===== config.mk =====
export PLATFORM = sky130hd
export DESIGN_NAME = npu_out_collector
export DESIGN_NICKNAME = d
export VERILOG_FILES = /design/src/rtl/npu_out_collector.sv
export SDC_FILE = /design/constraint.sdc
export NUM_CORES = 1
export LEC_CHECK = 0
export BUFFER_PORTS_ARGS = -buffer_cell sky130_fd_sc_hd__buf_2
export CORE_MARGIN = 5
export CORE_UTILIZATION = 30
export CTS_CLUSTER_SIZE = 14
export DETAILED_ROUTE_END_ITERATION = 6
export PLACE_DENSITY_LB_ADDON = 0.1
export SLEW_MARGIN = 20
export SYNTH_ARGS = -nofsm -noshare
export SYNTH_HDL_FRONTEND = slang
export SYNTH_SLANG_ARGS = --single-unit

===== constraint.sdc =====
create_clock -name CLK -period 10.19 [get_ports CLK]
set_input_delay 2.038 -clock CLK [delete_from_list [all_inputs] [get_ports CLK]]
set_output_delay 2.038 -clock CLK [all_outputs]
set_load 0.05 [all_outputs]

===== src/rtl/npu_out_collector.sv =====
// npu_out_collector: packs the NPU core's byte output stream little-endian into 32-bit
// words, queues them in a small FIFO and writes them out over a req/ack port.
// The core cannot be stalled, so a word arriving at a full FIFO is dropped and flagged.
// Optional build macro: NPU_OUT_MINMAX_EN enables signed max/min tracking of accepted bytes.
module npu_out_collector #(
  parameter int unsigned FIFO_DEPTH = 8,
  parameter int unsigned ADDR_W     = 32,
  parameter int unsigned CNT_W      = 16
) (
  input  logic              CLK,
  input  logic              RESET_X,
  input  logic              SOFT_RESET,
  input  logic              START,
  input  logic [ADDR_W-1:0] BASE_ADDR,
  input  logic [CNT_W-1:0]  LENGTH,
  input  logic              IN_EN,
  input  logic [7:0]        C_IN,
  output logic              WR_REQ,
  output logic [ADDR_W-1:0] WR_ADDR,
  output logic [31:0]       WR_DATA,
  output logic [3:0]        WR_BE,
  input  logic              WR_ACK,
  output logic              BUSY,
  output logic              DONE,
  output logic              OVERFLOW,
  output logic [CNT_W-1:0]  BYTE_CNT,
  output logic [7:0]        ST_MAX,
  output logic [7:0]        ST_MIN
);

  localparam int unsigned PtrW  = (FIFO_DEPTH > 1) ? $clog2(FIFO_DEPTH) : 1;
  localparam int unsigned FcntW = PtrW + 1;

  typedef enum logic [1:0] {StIdle, StRun, StFlush, StFin} state_e;

  state_e              state_q, state_d;
  logic                rst;
  logic                start_ok, accept, last_byte, word_done;
  logic [CNT_W-1:0]    len_q, byte_cnt_q;
  logic [ADDR_W-1:0]   addr_q;
  logic [31:0]         pack_data_q, lane_data, word_data;
  logic [3:0]          pack_be_q, word_be;
  logic [1:0]          lane_q;
  logic                push_pend_q;
  logic [31:0]         push_data_q;
  logic [3:0]          push_be_q;
  logic                overflow_q;
  logic                fifo_full, fifo_empty, push_ok, pop, drop;
  logic [PtrW-1:0]     wr_ptr_q, rd_ptr_q;
  logic [FcntW-1:0]    fcnt_q;
  logic [ADDR_W-1:0]   fifo_addr [FIFO_DEPTH];
  logic [31:0]         fifo_data [FIFO_DEPTH];
  logic [3:0]          fifo_be   [FIFO_DEPTH];
  logic                unused_base;

  // Word alignment discards the low address bits.
  assign unused_base = ^BASE_ADDR[1:0];

  assign rst        = !RESET_X || SOFT_RESET;
  assign start_ok   = START && (state_q == StIdle);
  assign accept     = IN_EN && (state_q == StRun) && (byte_cnt_q < len_q);
  assign last_byte  = accept && ((byte_cnt_q + CNT_W'(1)) == len_q);
  assign word_done  = accept && ((lane_q == 2'd3) || last_byte);
  assign lane_data  = {24'b0, C_IN} << {lane_q, 3'b000};
  assign word_data  = pack_data_q | lane_data;
  assign word_be    = pack_be_q | (4'b0001 << lane_q);

  assign fifo_full  = (fcnt_q == FcntW'(FIFO_DEPTH));
  assign fifo_empty = (fcnt_q == '0);
  assign pop        = !fifo_empty && WR_ACK;
  // A simultaneous pop frees the slot, so a push at full still lands.
  assign push_ok    = push_pend_q && (!fifo_full || pop);
  assign drop       = push_pend_q && fifo_full && !pop;

  // State register.
  always_ff @(posedge CLK) begin
    if (rst) state_q <= StIdle;
    else     state_q <= state_d;
  end

  // Next-state logic; FLUSH also waits out a word still on its way into the FIFO.
  always_comb begin
    state_d = state_q;
    unique case (state_q)
      StIdle:  if (START) state_d = (LENGTH == '0) ? StFin : StRun;
      StRun:   if (last_byte) state_d = StFlush;
      StFlush: if (fifo_empty && !push_pend_q) state_d = StFin;
      StFin:   state_d = StIdle;
    endcase
  end

  // Job registers, byte packer and the one-cycle push stage.
  always_ff @(posedge CLK) begin
    if (rst) begin
      len_q       <= '0;
      byte_cnt_q  <= '0;
      addr_q      <= '0;
      pack_data_q <= '0;
      pack_be_q   <= '0;
      lane_q      <= '0;
      push_pend_q <= 1'b0;
      push_data_q <= '0;
      push_be_q   <= '0;
      overflow_q  <= 1'b0;
    end else if (start_ok) begin
      len_q       <= LENGTH;
      byte_cnt_q  <= '0;
      addr_q      <= {BASE_ADDR[ADDR_W-1:2], 2'b00};
      pack_data_q <= '0;
      pack_be_q   <= '0;
      lane_q      <= '0;
      push_pend_q <= 1'b0;
      overflow_q  <= 1'b0;
    end else begin
      push_pend_q <= word_done;
      if (accept) begin
        byte_cnt_q <= byte_cnt_q + CNT_W'(1);
        if (word_done) begin
          push_data_q <= word_data;
          push_be_q   <= word_be;
          pack_data_q <= '0;
          pack_be_q   <= '0;
          lane_q      <= '0;
        end else begin
          pack_data_q <= word_data;
          pack_be_q   <= word_be;
          lane_q      <= lane_q + 2'd1;
        end
      end
      // Dropped words still consume their address slot.
      if (push_pend_q) addr_q <= addr_q + ADDR_W'(4);
      if (drop) overflow_q <= 1'b1;
    end
  end

  // FIFO pointers and occupancy.
  always_ff @(posedge CLK) begin
    if (rst) begin
      wr_ptr_q <= '0;
      rd_ptr_q <= '0;
      fcnt_q   <= '0;
    end else begin
      if (push_ok) wr_ptr_q <= wr_ptr_q + PtrW'(1);
      if (pop)     rd_ptr_q <= rd_ptr_q + PtrW'(1);
      fcnt_q <= fcnt_q + FcntW'(push_ok) - FcntW'(pop);
    end
  end

  // FIFO storage; contents are don't-care until written, outputs are masked when empty.
  always_ff @(posedge CLK) begin
    if (push_ok) begin
      fifo_addr[wr_ptr_q] <= addr_q;
      fifo_data[wr_ptr_q] <= push_data_q;
      fifo_be[wr_ptr_q]   <= push_be_q;
    end
  end

  // Write port and status outputs, all derived from registered state.
  always_comb begin
    WR_REQ   = !fifo_empty;
    WR_ADDR  = WR_REQ ? fifo_addr[rd_ptr_q] : '0;
    WR_DATA  = WR_REQ ? fifo_data[rd_ptr_q] : '0;
    WR_BE    = WR_REQ ? fifo_be[rd_ptr_q]   : '0;
    BUSY     = (state_q != StIdle);
    DONE     = (state_q == StFin);
    OVERFLOW = overflow_q;
    BYTE_CNT = byte_cnt_q;
  end

`ifdef NPU_OUT_MINMAX_EN
  logic [7:0] st_max_q, st_min_q;

  // Signed running max/min of accepted bytes; START seeds the extreme opposites.
  always_ff @(posedge CLK) begin
    if (rst) begin
      st_max_q <= '0;
      st_min_q <= '0;
    end else if (start_ok) begin
      st_max_q <= 8'h80;
      st_min_q <= 8'h7F;
    end else if (accept) begin
      if ($signed(C_IN) > $signed(st_max_q)) st_max_q <= C_IN;
      if ($signed(C_IN) < $signed(st_min_q)) st_min_q <= C_IN;
    end
  end

  assign ST_MAX = st_max_q;
  assign ST_MIN = st_min_q;
`else
  assign ST_MAX = 8'h00;
  assign ST_MIN = 8'h00;
`endif

endmodule


# After elaboration in Yosys (flattened, before gate mapping)
# Memories as Yosys holds them, arrays and structs flattened. A register that Yosys moved wholly into a read port is not among the register bits.
# Index checks and enable logic that the tools add are counted.
# totals
regBits	152
ram_bits	544
in_bits	62
output_inout_bits	104
elab_cells	87
n_memories	3
# op_classes
n_addsub	7
n_lt_le_gt_ge	1
eq_ne	9
shift	2
mux	21
n_bitwise	3
n_reduce_logical	26
# memory_table
memory	depth	word_bits	rd	rd_clocked_by_memory_dff	wr	line	source
fifo_addr	8	32	1	1	1	51	logic [ADDR_W-1:0] fifo_addr [FIFO_DEPTH];
fifo_data	8	32	1	1	1	52	logic [31:0] fifo_data [FIFO_DEPTH];
fifo_be	8	4	1	1	1	53	logic [3:0] fifo_be [FIFO_DEPTH];
# ops
operator	n
$mux W32	5
$add A32 B3 Y32 const B	1
$or A32 B32 Y32	1
$shl A8 B5 Y32	1
$mux W3	6
$add A16 B1 Y16 const B	1
$eq A16 B16 Y1	1
$logic_not A16 Y1	1
$lt A16 B16 Y1	1
$logic_and A1 B1 Y1	10
$mux W2	5
$mux W4	2
$pmux W2 S4	1
$add A3 B1 Y3 const B	2
$eq A2 B2 Y1 const B	3
$ne A2 B2 Y1 const B	3
$reduce_and A3 Y1	2
$logic_not A1 Y1	5
$add A4 B1 Y4	1
$eq A4 B4 Y1 const B	1
$logic_not A4 Y1	1
$or A4 B4 Y4	1
$reduce_bool A2 Y1	2
$shl A1 B2 Y4 const A	1
8 further kinds	11

# Longest topological paths before layout
# Gate-level depths: netlist of the first run.
# depth
ltp_word	7
ltp_mapped	14
ltp_nobuf	13

# Worst setup path after synthesis of the first run
# Ideal clock, no wire load.
# synth_timing
path_kind	input -> register
start	input port WR_ACK
end	memory fifo_addr[0][10], enable pin
setup_ns	0.571
arrival_time_ns	7.230
required_time_ns	9.619
slack_ns	2.389
cell_stages	4
path_cell_list	nand2_1 -> a31oi_1 -> nand2b_1 -> nor3_1
# synth_between
elab_chain_cells	5
# synth_rtl
element	line	source
from (decl)	22	input logic WR_ACK,
$logic_and A1 B1 Y1	70	assign pop = !fifo_empty && WR_ACK;
$logic_or A1 B1 Y1	72	assign push_ok = push_pend_q && (!fifo_full || pop);
$logic_and A1 B1 Y1	72	
via push_ok	48	logic fifo_full, fifo_empty, push_ok, pop, drop;
$mux W1	151	if (push_ok) begin
$mux W1 (not written as such)	152	fifo_addr[wr_ptr_q] <= addr_q;
to (decl)	51	
# The timed path passes the listed nets, and every way through them passes these cells.

==> run summary, run 1 <==
Share of flip-flops with an asynchronous set or reset - 0%
Routed Antenna Nets - 0
Initial DRC count - 827
Slew margin rel. - 29.55%
Core area - 0.09139 mm²
Overall Global Routing Usage - 14.35%
Sequential cell area fraction in the yosys report - 68.72%
Die H - 312.9 µm
Worst vdd ir - 150.0 µV
Status - completed
Die width - 312.9 µm
WS Path Type - register to output pin
Mean Syn Cell Area - 15.82 µm²
Worst EP required - 8.15 ns
Setup total negative slack - 0 ns
Root buf cell - clkbuf_16
Skew final - 0.02464 ns
Number of synthesized flops with an enable pin - 528
PD cells - 206.2 mW/mm²
Synthesis Warnings - 0
TritonCTS clock tree - done
Number of port buffers - 145
Tmin final - 5.590 ns
Mapped Cells - 1740
Cell variety after synth - 57
Drt wl/cell - 22.45 µm
DP Cell Count - 2995
Setup violators final - 0
Vias in the first global route - 16242
Initial antenna violation count - 8
RSZ-0062 raised after global routing - no
Hold/Removal Path Class - register to register
Mapped Area - 0.02753 mm²
I/O pin count - 166
Vias - 15132
Detailed Routing Iterations Pass 1 - 4
DRC errors left - 0
Post-DP HPWL - 39930 µm
Clock-pin slew on the worst setup and hold paths - 0.06 ns
Slew @ Worst Pin - 1.049 ns
Die area - 0.09792 mm²
Deepest clock path buffer count - 3
Worst setup margin - 4.600 ns
Final WL - 70620 µm
Overflow after GRT - 0
Starting Density - 30.12%
Max-Cap Viols - 0
Synth top area share - 57.60%
Fin crit share - 54.85%
Fmax - 178.9 MHz
Largest net degree at the start of global routing - 109
CTS Buf Count - 78
Crit-path max FO - 58
Setup Buffers After CTS - 0
LEAKAGE - 10.57 nW
Crit-path slowest cell - dfxtp_4
Synthesized flop and latch total - 681
Max-slew violations - 0
Number of H-tree levels - 3
CTS Sinks - 681
Final hold vios - 0
Final RePlAce weighted congestion - 0.7392
Startpoint Class - register
Hold_ws - 0.4416 ns
Final nets - 1987
CP cell instances - buf_4 > mux4_2 > mux2i_1 > nor2_1 > buf_2
Layout Cells excl Fill - 3145
Layout cells sized above 1 - 23.59%
Post-CTS Hold Fix Bufs - 0
First-pass GRT wire length - 106400 µm
Area Growth Syn to Fin - 16.64%
Via density - 4.811
Worst Setup End Kind - output pin
Cell Rows - 111
Worst Path Arrival - 3.55 ns
Ys flop type - edfxtp_1
Post-place setup slack - 4.894 ns
Area leader, netlist - edfxtp_1
Power, Total - 0.006621 W
Post-CTS Resized - 0
Worst path max stage delay - 0.90 ns
Worst-Skew Late Latency - 0.61 ns
Area contributors post-synth - edfxtp_1 (58%), dfxtp_1 (11%), mux4_2 (11%)
==> final timing paths <==
path,start,end,slack (ns),depth (start not counted)
worst max-delay path,register,WR_BE[1],4.60,5
worst min register to register,pack_be_q[3]$_SDFFE_PP0P_,pack_be_q[3]$_SDFFE_PP0P_,0.44,2
worst max register to register,BYTE_CNT[3]$_SDFFE_PP0P_,push_data_q[5]$_SDFFE_PP0P_,6.07,9
worst min-delay path,pack_be_q[3]$_SDFFE_PP0P_,pack_be_q[3]$_SDFFE_PP0P_,0.44,2
==> state kept, by name, summed over array words and instances, names as in the netlist, 3 cells and up, named ones only <==
name,cells
fifo_data,256
fifo_addr,240
fifo_be,32
pack_data_q,32
push_data_q,32
addr_q,30
BYTE_CNT,16
len_q,16
fcnt_q,4
pack_be_q,4
push_be_q,4
rd_ptr_q,3
wr_ptr_q,3
==> synth_stat cells, types with 8 or more instances <==
| cell | instances |
|---|---|
| a211oi_1 | 35 |
| a211oi_2 | 19 |
| a21oi_1 | 140 |
| and3_1 | 8 |
| buf_1 | 29 |
| buf_4 | 23 |
| buf_6 | 8 |
| clkbuf_1 | 56 |
| dfxtp_1 | 153 |
| edfxtp_1 | 528 |
| ha_1 | 35 |
| inv_1 | 37 |
| mux2i_1 | 71 |
| mux4_2 | 132 |
| nand2_1 | 70 |
| nand3_1 | 21 |
| nand4_1 | 17 |
| nor2_1 | 176 |
| nor3_1 | 18 |
| nor4_1 | 8 |
| o21ai_0 | 15 |
| xnor2_1 | 37 |
| xor2_1 | 29 |
==> final cells by class <==
cell class | instances | area (µm²)
antenna | 5 | 12.51
timing repair buffer | 176 | 983.4
tap | 1186 | 1484
clock inverter | 40 | 419.2
inverter | 37 | 138.9
multi-input combinational | 915 | 7996
clock buffer | 105 | 2146
fill | 8776 | 59280
sequential | 681 | 18930
==> logic make-up after synthesis <==
kind of cell	after synthesis	synth area share [%]
mux	203	13.38
simple gates	350	5.691
buf+inv	161	2.763
flops	681	68.72
other cells	1	0.01362
fa+ha+maj	36	1.664
compound gates	242	5.663
xor+xnor	66	2.100
==> worst max-delay path: cells and delay by family (launching register included) <==
family,cells,cell delay [ns]
and+or+nand+nor,1,0.08
buffers and inverters,2,1.11
muxes,2,0.83
DFF,1,0.90
==> power breakdown <==
group          switching (W)  internal (W)  leakage [nW]
Combinational       0.000600      0.000216          3.03
Sequential         0.0000328       0.00298          6.30
Clock                0.00111       0.00168          1.24
Total                0.00174       0.00488          10.6
==> layout by cell type, fill, tap and decap left out, drive strengths merged, types with 8 or more instances in the layout <==
master  synthesis  layout
nand3          21      21
ha             35      35
o21ai          15      15
nor4            8       8
nor3           18      18
buf            67     176
or3             8       8
nor2          176     176
clkbuf         57     105
inv            37      41
a211oi         54      54
xor2           29      29
edfxtp        528     528
a21oi         140     140
mux2i          71      71
dfxtp         153     153
and3           10      10
xnor2          37      37
nand4          18      18
conb            1      18
nand2          70      70
clkinv          0      25
mux4          132     132
bufinv          0       8
==> per-layer routing <==
metal  part of all wire (%)  vias to the layer above  GRT usage, %
met1                     44                     7828         18.79
met4                    1.6                        4         3.678
met5                  0.038                        -             0
met2                     49                      254         24.43
li1                       -                     6958             -
met3                    4.6                       88         3.061
==> metrics by stage <==
stage                     util (%)  cell area, µm²
final                        35.14           32110
after global routing         35.13           32100
after CTS                    35.12           32100
after detailed placement     32.32           29530
after global placement       32.32           29530
after floorplan                  -           27590
(Power assumes the default switching activity.)
==> run 2, diff against run 1 <==
--- a/config.mk
+++ b/config.mk
@@ -5,6 +5,7 @@
 export SDC_FILE = /design/constraint.sdc
 export NUM_CORES = 1
 export LEC_CHECK = 0
+export ABC_AREA = 1
 export BUFFER_PORTS_ARGS = -buffer_cell sky130_fd_sc_hd__buf_2
 export CORE_MARGIN = 5
 export CORE_UTILIZATION = 30
==> constraint.sdc (replaced) <==
create_clock -name CLK -period 5.55 [get_ports CLK]
set_input_delay 1.11 -clock CLK [delete_from_list [all_inputs] [get_ports CLK]]
set_output_delay 1.11 -clock CLK [all_outputs]
set_load 0.05 [all_outputs]
==> run 2 against run 1 <==
Effect of this change:
- sequential share of layout area decreased by 2.5 points
- setup slack got worse by 3.4 ns
- via count increased by 35%
- die area increased by 4.7%
- total power increased by 93%
- clock power increased by 77%
- sequential cell count unchanged
- clock-buffer cell count decreased by 4
- non-clock buffer count increased by 18
- worst hold slack improved by 0.0019 ns
- largest power group unchanged
- highest routed layer unchanged
==> run summary, run 2 <==
Area of the multi-input gates - 0.008407 mm²
Final WL - 84390 µm
Clock Power Share - 38.7%
Reg area - 0.01893 mm²
Utilization after layout - 35.16%
Post-CTS Resized - 0
Final nets - 3012
ANT cells - 0
First-pass GRT wire length - 127700 µm
Initial DRC count - 1345
PD cells - 381.9 mW/mm²
Setup total negative slack - 0 ns
Number of H-tree levels - 3
Final hold vios - 0
Logic gate share of total power - 18.1%
RSZ-0062 raised after global routing - no
Deepest clock path buffer count - 3
Largest Register - fifo_data
Post-CTS Hold Fix Bufs - 0
Die area - 0.1025 mm²
Number of port buffers - 145
Synth top area share - 54.94%
Post-DP HPWL - 48260 µm
Hold_ws - 0.4435 ns
Vias - 20460
Core area - 0.09529 mm²
Commonest cells post-synth - edfxtp_1 (528), nor2_1 (528), o21ai_0 (443), nand2_1 (257), inv_1 (237)
Area leader, netlist - edfxtp_1
Tmin final - 4.325 ns
Worst EP required - 4.44 ns
Worst-Skew Late Latency - 0.62 ns
WHS Path Cells - 2
Post-place setup slack - 1.553 ns
Commonest non-fill, non-tap cell in the layout - edfxtp_1
LEAKAGE - 11.46 nW
Most frequent cells in the layout - edfxtp_1 (528), nor2_1 (517), o21ai_0 (443), nand2_1 (255), inv_1 (234)
Largest net degree at the start of global routing - 133
Mean Syn Cell Area - 10.29 µm²
Overall Global Routing Usage - 16.11%
Initial antenna violation count - 8
Slew @ Worst Pin - 1.016 ns
Number of synthesized flops with an enable pin - 528
# fillers - 9572
Area Growth Syn to Fin - 16.10%
Setup violators final - 0
Vias in the first global route - 20256
Drt wl/cell - 19.89 µm
Final RePlAce weighted congestion - 0.7686
Skew final - 0.02508 ns
Mapped Cells - 2805
Clock-pin slew on the worst setup and hold paths - 0.05 ns
Worst Path Arrival - 3.21 ns
Status - completed
CTS Buf Count - 78
Startpoint Class - register
Share of flip-flops with an asynchronous set or reset - 0%
Max-slew violations - 0
Max reg flops - 256
I/O pin count - 166
WS Path Type - register to output pin
Die width - 320.2 µm
Sequential power share - 43.2%
Cell Rows - 113
TritonCTS clock tree - done
Overflow after GRT - 0
DP Cell Count - 4099
Root buf cell - clkbuf_16
Sw Share - 30.69%
Area contributors post-synth - edfxtp_1 (55%), dfxtp_1 (11%), o21ai_0 (7.7%)
Largest regs - fifo_data: 256 flops, fifo_addr: 240 flops
Reg2reg start - fcnt_q[2]$_SDFF_PP0_
Worst setup margin - 1.225 ns
Fmax - 231.2 MHz
Reg2Reg Depth - 11
Cell variety after synth - 45
Max-Cap Viols - 0
Starting Density - 30.28%
Worst Min Path Start - pack_be_q[3]$_SDFFE_PP0P_
Fin crit share - 77.92%
Worst Setup End Kind - output pin
Detailed Routing Iterations Pass 1 - 5
Worst vdd ir - 204.6 µV
Layout Cells excl Fill - 4242
Mapped Area - 0.02886 mm²
Sw Pwr - 0.003927 W
Hold/Removal Path Class - register to register
Layout cells sized above 1 - 11.62%
Routed Antenna Nets - 0
CTS Sinks - 681
Synthesized flop and latch total - 681
Slew margin rel. - 31.67%
Pint - 0.008867 W
Crit-path max FO - 93
Die H - 320.2 µm
Setup Buffers After CTS - 0
Synthesis Warnings - 0
Sequential cell area fraction in the yosys report - 65.55%
Ys flop type - edfxtp_1
Via density - 4.823
DRC errors left - 0
## run 2: worst paths after layout
kind / endpoint / slack, ns
worst min-delay path: pack_be_q[3]$_SDFFE_PP0P_ / 0.44
worst min register to register: pack_be_q[3]$_SDFFE_PP0P_ / 0.44
worst max register to register: fifo_data[3][9]$_DFFE_PP_ / 1.84
worst max-delay path: WR_DATA[22] / 1.23
## run 2: metrics by stage
step / total power (W) / cell area (µm²)
floorplan: 0.007213 / 28920
global placement: 0.007989 / 31040
detailed placement: 0.008002 / 31040
CTS: 0.01301 / 33500
global route: 0.01338 / 33500
finish: 0.01279 / 33500
## run 2: worst max-delay path, cell delays in order (launching register included)
cell and delay [ns]:
dfxtp_4 0.44, inv_6 0.56, buf_4 0.43, o21ai_0 0.16, a31oi_1 0.56, buf_2 0.38
## run 2: metal layers
layer / vias up / track usage, % / wire, µm
met5: - / 0 / 61
met4: 10 / 4.167 / 1556
met3: 105 / 2.724 / 3863
met2: 375 / 26.84 / 39730
met1: 10005 / 22.00 / 39170
li1: 9965 / - / -
## run 2: kinds of logic (layout without fill, tap and decap cells)
logic type	Yosys count	count (layout)	share of synthesized area, %
and+or+nand+nor	962	962	13.71
AOI/OAI and AO/OA	694	694	12.95
DFF	681	681	65.55
buffers and inverters	421	576	5.840
adders and majority gates	36	36	1.587
xor gates and xnor gates	10	10	0.3512
other	1	18	0.01299
## run 2: power by group through the flow
stage	Sequential (W)	Combinational, W	Clock (W)
finish	0.00553	0.00232	0.00495
global route	0.00553	0.00253	0.00532
CTS	0.00553	0.00237	0.00511
detailed placement	0.00563	0.00237	0
global placement	0.00563	0.00236	0
floorplan	0.00561	0.00160	0
## run 2: layout make-up
cell class	instances	area share, %
Multi-Input combinational cell	1720	25.09
Sequential cell	681	56.49
Clock buffer	101	6.517
Clock inverter	42	0.8365
Tap cell	1265	4.724
Timing Repair Buffer	194	3.637
Inverter	239	2.707
==> run 3, diff against run 2 <==
--- a/config.mk
+++ b/config.mk
@@ -5,7 +5,7 @@
 export SDC_FILE = /design/constraint.sdc
 export NUM_CORES = 1
 export LEC_CHECK = 0
-export ABC_AREA = 1
+export ABC_AREA = 0
 export BUFFER_PORTS_ARGS = -buffer_cell sky130_fd_sc_hd__buf_2
 export CORE_MARGIN = 5
 export CORE_UTILIZATION = 30
==> constraint.sdc (replaced) <==
create_clock -name CLK -period 4.05 [get_ports CLK]
set_input_delay 0.81 -clock CLK [delete_from_list [all_inputs] [get_ports CLK]]
set_output_delay 0.81 -clock CLK [all_outputs]
set_load 0.05 [all_outputs]
==> run 3 against run 2 <==
Effect of this change:
- utilization increased by 0.31 points
- sequential cell count unchanged
- clock power increased by 43%
- global-route usage decreased by 1.9 points
- critical path depth unchanged
- first-iteration DRC count decreased by 34%
- via count decreased by 26%
- non-clock buffer count decreased by 5
- highest routed layer unchanged
==> run summary, run 3 (synthesized netlist as in run 1, its figures left out) <==
Worst vdd ir - 310.0 µV
Status - completed
Post-CTS Hold Fix Bufs - 0
Worst setup margin - 0.3366 ns
DP Cell Count - 3008
CTS Sinks - 681
Largest regs - fifo_data: 256 flops, fifo_addr: 240 flops
Cell Rows - 111
Slew @ Worst Pin - 1.038 ns
Worst EP required - 3.24 ns
Deepest clock path buffer count - 3
Layout cells sized above 1 - 24.29%
Sw Share - 26.61%
Post-CTS Resized - 0
Slew margin rel. - 30.83%
TritonCTS clock tree - done
Vias in the first global route - 16189
I/O pin count - 166
Setup Buffers After CTS - 0
DRC errors left - 0
Via density - 4.811
Clock Power Share - 42.1%
Final nets - 2001
Max-Cap Viols - 0
Commonest non-fill, non-tap cell in the layout - edfxtp_1
Fmax - 269.3 MHz
Overall Global Routing Usage - 14.25%
Core area - 0.09139 mm²
Worst Path Arrival - 2.90 ns
Logic gate share of total power - 12.9%
Die H - 312.9 µm
RSZ-0062 raised after global routing - no
Initial antenna violation count - 4
Skew final - 0.02549 ns
Die area - 0.09792 mm²
Max reg flops - 256
Detailed Routing Iterations Pass 1 - 5
Drt wl/cell - 22.12 µm
Most frequent cells in the layout - edfxtp_1 (528), nor2_1 (169), dfxtp_1 (150), buf_2 (145), a21oi_1 (140)
Post-place setup slack - 0.6614 ns
Overflow after GRT - 0
WS Path Type - register to output pin
Power, Total - 0.01684 W
Routed Antenna Nets - 0
Crit-path max FO - 46
Area Growth Syn to Fin - 17.74%
Setup violators final - 0
Die width - 312.9 µm
Root buf cell - clkbuf_16
Largest net degree at the start of global routing - 69
Final RePlAce weighted congestion - 0.7327
Startpoint Class - register
Worst-Skew Late Latency - 0.62 ns
Number of H-tree levels - 3
# fillers - 8778
Final hold vios - 0
Area after DPL - 0.02981 mm²
CTS Buf Count - 79
Reg area - 0.01893 mm²
Post-DP HPWL - 41660 µm
Max-slew violations - 0
Pint - 0.01236 W
Tmin final - 3.713 ns
Layout Cells excl Fill - 3156
Number of port buffers - 145
Fin crit share - 91.69%
Clock-pin slew on the worst setup and hold paths - 0.06 ns
PD cells - 519.4 mW/mm²
Setup total negative slack - 0 ns
Sw Pwr - 0.004480 W
First-pass GRT wire length - 105400 µm
Sequential power share - 45.0%
Largest Register - fifo_data
Vias - 15182
Area of the multi-input gates - 0.008014 mm²
Post-route cell area - 0.03241 mm²
LEAKAGE - 10.38 nW
Hold/Removal Path Class - input port to register
Starting Density - 30.12%
Worst Setup End Kind - output pin
Initial DRC count - 892
Final WL - 69820 µm
-- run 3: worst paths after layout --
path	start	end	slack, ns	depth (start not counted)
setup / recovery	register	WR_DATA[5]	0.34	5
hold / removal	LENGTH[14]	len_q[14]$_SDFFE_PP0P_	0.44	3
setup reg to reg	len_q[11]$_SDFFE_PP0P_	push_data_q[7]$_SDFFE_PP0P_	0.64	11
hold reg to reg	pack_be_q[3]$_SDFFE_PP0P_	pack_be_q[3]$_SDFFE_PP0P_	0.44	2
-- run 3: metrics by stage --
| step | utilization [%] | hold slack [ns] |
|---|---|---|
| after floorplan | - | 0.4154 |
| after global placement | 32.62 | 0.4256 |
| after detailed placement | 32.62 | 0.4338 |
| after CTS | 35.46 | 0.4013 |
| after global routing | 35.46 | 0.4274 |
| final | 35.47 | 0.4379 |
-- run 3: critical path, stage by stage (launching register included) --
cell and delay, ns:
dfxtp_4 0.66, buf_12 0.42, mux4_2 0.56, mux2i_1 0.28
nor2_1 0.07, buf_2 0.23
-- run 3: area by class of cell --
type	count	area share, %
Sequential cell	681	58.40
Multi-Input combinational cell	915	24.73
Clock buffer	99	6.524
Tap cell	1186	4.578
Timing Repair Buffer	189	3.837
Clock inverter	47	1.486
Inverter	37	0.4285
Antenna cell	2	0.01544
-- run 3: power groups by stage --
stage                     registers, W  logic (W)  clock network, W
after floorplan                0.00768    0.00159                 0
after global placement         0.00772    0.00223                 0
after detailed placement       0.00773    0.00224                 0
after CTS                      0.00758    0.00224           0.00731
after global routing           0.00759    0.00235           0.00762
final                          0.00758    0.00217           0.00708
-- run 3: metal layers --
| layer | track usage (%) | part of all wire (%) | vias up | wire length, µm |
|---|---|---|---|---|
| li1 | - | - | 7000 | - |
| met3 | 2.790 | 4.3 | 71 | 3016 |
| met5 | 0 | 0.020 | - | 14 |
| met1 | 19.61 | 47 | 7844 | 32540 |
| met2 | 23.46 | 48 | 263 | 33220 |
| met4 | 3.415 | 1.5 | 4 | 1025 |
